===== src/rtl/cpu_bus_ctrl.sv =====
// cpu_bus_ctrl: 6502 bus decoder with per-region read wait states and open-bus reads,
// plus synchronised IRQ aggregation and pulse-stretched, queued NMI generation.
module cpu_bus_ctrl #(
    parameter int ADDR_W    = 16,
    parameter int DATA_W    = 8,
    parameter int N_REGIONS = 4,
    parameter int WAIT_W    = 3,
    parameter int N_IRQ     = 4,
    parameter int N_NMI     = 2,
    parameter int NMI_PULSE = 2
) (
    input  logic                          clk_clk_i,
    input  logic                          rst_rst_n_i,
    input  logic [ADDR_W-1:0]             cpu_a_i,
    input  logic [DATA_W-1:0]             cpu_d_i,
    input  logic                          cpu_rd_i,
    input  logic                          cpu_wr_i,
    output logic [DATA_W-1:0]             cpu_d_o,
    output logic                          cpu_rdy_o,
    input  logic [N_REGIONS*ADDR_W-1:0]   region_base_i,
    input  logic [N_REGIONS*ADDR_W-1:0]   region_mask_i,
    input  logic [N_REGIONS*WAIT_W-1:0]   region_wait_i,
    output logic [N_REGIONS-1:0]          bus_sel_o,
    output logic [ADDR_W-1:0]             bus_a_o,
    output logic [DATA_W-1:0]             bus_d_o,
    output logic                          bus_rd_o,
    output logic                          bus_wr_o,
    input  logic [N_REGIONS*DATA_W-1:0]   bus_d_i,
    input  logic [N_IRQ-1:0]              irq_src_i,
    input  logic [N_IRQ-1:0]              irq_en_i,
    input  logic [N_NMI-1:0]              nmi_src_i,
    output logic                          irq_n_o,
    output logic                          nmi_n_o,
    output logic [N_IRQ-1:0]              irq_pending_o
);
    localparam int PW = $clog2(NMI_PULSE + 1);
    typedef enum logic {ST_IDLE, ST_WAIT} state_t;
    state_t               state;
    logic [WAIT_W-1:0]    cnt, wait_sel;
    logic [N_REGIONS-1:0] sel;
    logic                 hit, start, rdy;
    logic [DATA_W-1:0]    rdata, open_bus;
    logic [N_IRQ-1:0]     irq_s1, irq_s2;
    logic [N_NMI-1:0]     nmi_s1, nmi_s2, nmi_s3;
    logic                 nmi_edge, nmi_pend;
    logic [PW-1:0]        pcnt;

    // descending scan: the lowest matching region is written last and wins
    always_comb begin
        sel      = '0;
        hit      = 1'b0;
        wait_sel = '0;
        rdata    = '0;
        for (int k = N_REGIONS - 1; k >= 0; k--)
            if (((cpu_a_i ^ region_base_i[k*ADDR_W +: ADDR_W]) & region_mask_i[k*ADDR_W +: ADDR_W]) == '0) begin
                sel      = N_REGIONS'(1) << k;
                hit      = 1'b1;
                wait_sel = region_wait_i[k*WAIT_W +: WAIT_W];
                rdata    = bus_d_i[k*DATA_W +: DATA_W];
            end
    end

    assign bus_sel_o     = sel;
    assign bus_a_o       = cpu_a_i;
    assign bus_d_o       = cpu_d_i;
    assign bus_rd_o      = cpu_rd_i & hit;
    assign bus_wr_o      = cpu_wr_i & hit;
    assign cpu_d_o       = hit ? rdata : open_bus;
    assign start         = cpu_rd_i && hit && (wait_sel != '0);
    assign rdy           = (state == ST_IDLE) ? !start : (!cpu_rd_i || cnt == '0);
    // reset must release a stalled core without waiting for a clock edge
    assign cpu_rdy_o     = !rst_rst_n_i || rdy;
    assign irq_pending_o = irq_s2 & irq_en_i;
    assign nmi_edge      = |(nmi_s2 & ~nmi_s3);

    always_ff @(posedge clk_clk_i or negedge rst_rst_n_i) begin
        if (!rst_rst_n_i) begin
            state    <= ST_IDLE;
            cnt      <= '0;
            open_bus <= '0;
        end else begin
            if (cpu_rd_i && hit && rdy)
                open_bus <= rdata;
            if (state == ST_IDLE) begin
                if (start) begin
                    state <= ST_WAIT;
                    cnt   <= wait_sel - WAIT_W'(1);
                end
            end else if (!cpu_rd_i || cnt == '0)
                state <= ST_IDLE;
            else
                cnt <= cnt - WAIT_W'(1);
        end
    end

    always_ff @(posedge clk_clk_i or negedge rst_rst_n_i) begin
        if (!rst_rst_n_i) begin
            irq_s1   <= '0;
            irq_s2   <= '0;
            irq_n_o  <= 1'b1;
            nmi_s1   <= '0;
            nmi_s2   <= '0;
            nmi_s3   <= '0;
            nmi_n_o  <= 1'b1;
            nmi_pend <= 1'b0;
            pcnt     <= '0;
        end else begin
            irq_s1  <= irq_src_i;
            irq_s2  <= irq_s1;
            irq_n_o <= ~|irq_pending_o;
            nmi_s1  <= nmi_src_i;
            nmi_s2  <= nmi_s1;
            nmi_s3  <= nmi_s2;
            // leaving the pulse always yields one high cycle before a queued NMI fires
            if (!nmi_n_o) begin
                nmi_pend <= nmi_pend | nmi_edge;
                if (pcnt == '0)
                    nmi_n_o <= 1'b1;
                else
                    pcnt <= pcnt - PW'(1);
            end else if (nmi_edge || nmi_pend) begin
                nmi_n_o  <= 1'b0;
                nmi_pend <= 1'b0;
                pcnt     <= PW'(NMI_PULSE - 1);
            end
        end
    end
endmodule


===== config.mk =====
export PLATFORM = sky130hd
export DESIGN_NAME = cpu_bus_ctrl
export DESIGN_NICKNAME = d
export VERILOG_FILES = /design/src/rtl/cpu_bus_ctrl.sv
export SDC_FILE = /design/constraint.sdc
export NUM_CORES = 1
export LEC_CHECK = 0
export ABC_AREA = 1
export BUFFER_PORTS_ARGS = -buffer_cell sky130_fd_sc_hd__buf_2
export CORE_AREA = 2 2 100 102
export DETAILED_ROUTE_END_ITERATION = 8
export DIE_AREA = 0 0 102 104
export PLACE_DENSITY = 0.74
export SETUP_SLACK_MARGIN = 0.15
export SLEW_MARGIN = 0
export SYNTH_ARGS = -nofsm -noshare
export SYNTH_HDL_FRONTEND = slang
export SYNTH_SLANG_ARGS = --single-unit

===== constraint.sdc =====
create_clock -name clk_clk_i -period 1.75 [get_ports clk_clk_i]
set_input_delay 0.175 -clock clk_clk_i [delete_from_list [all_inputs] [get_ports clk_clk_i]]
set_output_delay 0.175 -clock clk_clk_i [all_outputs]
set_load 0.005 [all_outputs]

==> results.yml <==
cts:
  cts_root_buf: "clkbuf_8"
  clk_pin_slew_ns: 0.06
  cts_buffers: 5
  tritoncts: "yes"
  clk-insertion-delay-late_ns: 0.28
  clkSinkCount: 31
  cts_buffer_depth: 2
  cts_htree_levels: 2
sta:
  rsz0062_at_grt: "yes"
  skew_ns: 0.00312
  setup_viol: 26
  hold_violations: 0
  relSlewSlack: 0.766
  slew_violations: 0
  min_period_ns: 2.04
  fmax_ghz: 0.490
  hold_slack_ns: 0.00611
  finalWorstSetupSlack_ns: -0.291
  fin_crit_sh: 1.17
  tightest_slew_ns: 0.347
critical_path:
  path_cells: "buf_6 > or2_0 > nand3_1 > nand2_2 > nor2_4 > nand4_4 > nor2_2 > nor2_2 > a21oi_2 > nand3_2 > nand2_4 > nand2_4 > nand2_2 > buf_6"
  critPathMaxFanout: 7
  critPathMaxStageDelay_ns: 0.23
  worst_ep_required_time_ns: 1.57
  crit_slowest_cell: "nand4_4"
  cp-start-kind: "input pin"
  end_kind: "output port"
  crit_arrival_ns: 1.87
  criticalPathCategory: "input pin to output port"
pwr:
  power_w: 0.00267
  internal-power_w: 0.00186
  power_switching_share: 0.302
  peakVddDrop_mv: 0.348
  seq_power_share: 0.313
  power.leakage_nw: 3.39
  combPwrFrac: 0.374
  powerDensity_mw_per_mm2: 460
  p_clk_frac: 0.313
  switchingPower_w: 0.000808
outcome:
  status: "finished, violations left"
  violations: "negative setup slack"
detailed_routing:
  via_per_inst: 4.74
  drt_iter0_drc: 172
  drc: 0
  ant_nets: 0
  dr.pass1.iters: 4
  wl_per_cell_microns: 13.6
  wl_microns: 13200
  vias: 4603
place:
  hpwl_microns: 9660
  gp_congestion: 0.856
  portBuffers: 238
  dp_slack_ns: -0.508
global_routing:
  grt_remaining_overflow: 0
  grt_pass1_vias: 4211
  antenna_found_initial: 3
  grt.total_usage: 0.220
  grt_max_degree: 18
  grt_first_pass_wirelength_microns: 18700
final_layout:
  drive_above_1_share: 0.519
  fin_nets: 1049
  synthToLayoutAreaGrowth_pct: 78.7
  final_util: 0.609
synthesis:
  yosysWarnings: 0
  avgSynthCellArea_sq_um: 5.87
  yosys-top-cells-count: "nand2_1 (204), nand3_1 (70), nor2_1 (61), inv_1 (57), dfrtp_1 (29)"
  synth.largest_area_cell: "nand2_1"
  synth-seq-cells: 31
  synth_top_area_frac: 0.235
  ys.flop_type: "dfrtp_1"
  synth.most_common_cell: "nand2_1"
  synth_edf_count: 0
  ys_seq_area_frac: 0.239
  synth.distinct_cells: 34
  synthTopCellsByArea: "nand2_1 (24%), dfrtp_1 (22%), nand3_1 (11%)"
  synthesis.area_sq_mm: 0.00325
  async_flop_share: 1.00
  synthCells: 554
  synthesis.nets: 766
die:
  rows: 36
  initial_utilization: 0.341
  core_area_sq_mm: 0.00955
  die_area_sq_mm: 0.0106
  die_y_microns: 104
  num_io_pins: 255
  die_w_microns: 102
run:
  cap_viol_max_count: 0
min_path:
  hp-class: "input pin to flip-flop"
-- cell usage in the layout, fill, tap and decap left out, types with 2 or more instances in the layout --
cell type	n
o211ai_1	8
o21ai_2	7
nand2_4	5
nor2_1	40
dfrtp_1	29
buf_4	41
buf_16	2
nand3_1	53
buf_6	31
dlygate4sd3_1	6
bufinv_16	2
dfstp_2	2
clkbuf_8	5
nor2_2	14
buf_12	4
nand3_2	19
inv_4	3
inv_1	50
nand3_4	4
or2_1	17
inv_2	9
nand4_1	8
nor2_4	16
buf_2	219
buf_8	7
inv_8	2
nand2_1	176
nand2_2	28
a21oi_2	5
clkbuf_16	2
o21ai_1	4
o21ai_0	5
-- critical path, delay by kind of cell --
kind                   cells  cell delay [ns]
and+or+nand+nor           11             1.34
buffers and inverters      2             0.18
AOI/OAI and AO/OA          1             0.17
-- power by group through the flow --
stage / clock network, W / registers (W) / logic, W
3_5_place_dp: 0 / 0.000850 / 0.000816
3_3_place_gp: 0 / 0.000844 / 0.000799
6_report: 0.000837 / 0.000836 / 0.000999
2_1_floorplan: 0 / 0.000841 / 0.000425
4_1_cts: 0.000845 / 0.000837 / 0.000916
5_1_grt: 0.000884 / 0.000845 / 0.00111
-- repair_timing --
action,4_1_cts,5_1_grt
gates cloned,4,2
pin swaps,44,63
buffers inserted,20,12
hold buffers,5,1
endpoints found under the hold margin,16,1
resized for setup,92,94
endpoints found under the setup margin,27,27
-- layout make-up --
cell class                      count  area (sq um)
Fill cell                         867          3730
Multi-Input combinational cell    421          2350
Timing Repair Buffer              313          2110
Sequential cell                    31           778
Inverter                           64           260
Tap cell                          133           166
Clock buffer                        6          72.6
Clock inverter                      2          60.1
Timing Repair inverter              1          11.3
Antenna cell                        1          2.50
-- flip-flops by register name, summed over array words and instances (netlist names) --
signal	count
irq_s2	4
nmi_s3	2
nmi_s1	2
cnt	3
nmi_s2	2
irq_n_o	1
pcnt	2
nmi_pend	1
irq_s1	4
open_bus	8
nmi_n_o	1
state	1
-- metrics by stage --
| stage | TNS (ns) | instance area (sq um) | instances |
|---|---|---|---|
| 2_1_floorplan | -0.353 | 3300 | 554 |
| 3_3_place_gp | -9.15 | 4600 | 919 |
| 3_5_place_dp | -9.90 | 4600 | 919 |
| 4_1_cts | -3.12 | 5310 | 956 |
| 5_1_grt | -7.70 | 5810 | 971 |
| 6_report | -4.94 | 5810 | 972 |
-- worst paths after layout --
kind                       depth (start not counted)        end  slack (ns)              start
max in group asynchronous                          3  irq_s1[3]        0.86        rst_rst_n_i
hold reg to reg                                    0  irq_s2[0]        0.35          irq_s1[0]
setup reg to reg                                   7     cnt[2]        0.11             cnt[1]
hold / removal                                     1  nmi_s1[1]       0.006       nmi_src_i[1]
min in group asynchronous                          2  nmi_s3[1]        0.34        rst_rst_n_i
setup / recovery                                  14  cpu_rdy_o       -0.29  region_base_i[27]
-- logic make-up (layout without fill, tap and decap cells) --
family	count (synthesis)	count (layout)	synth area share
xor+xnor	1	1	0.00269
simple gates	385	385	0.524
compound gates	33	33	0.0611
flops	31	31	0.239
other cells	0	1	0
buf+inv	102	386	0.166
fa+ha+maj	2	2	0.00769
-- layer usage --
layer,global-route usage,vias up,share of wire
met5,0,-,0.0020
met4,0.0667,4,0.030
met3,0.0531,46,0.079
met2,0.377,192,0.49
met1,0.268,2064,0.40
li1,-,2297,-
Power figures use the tool's default switching activity.
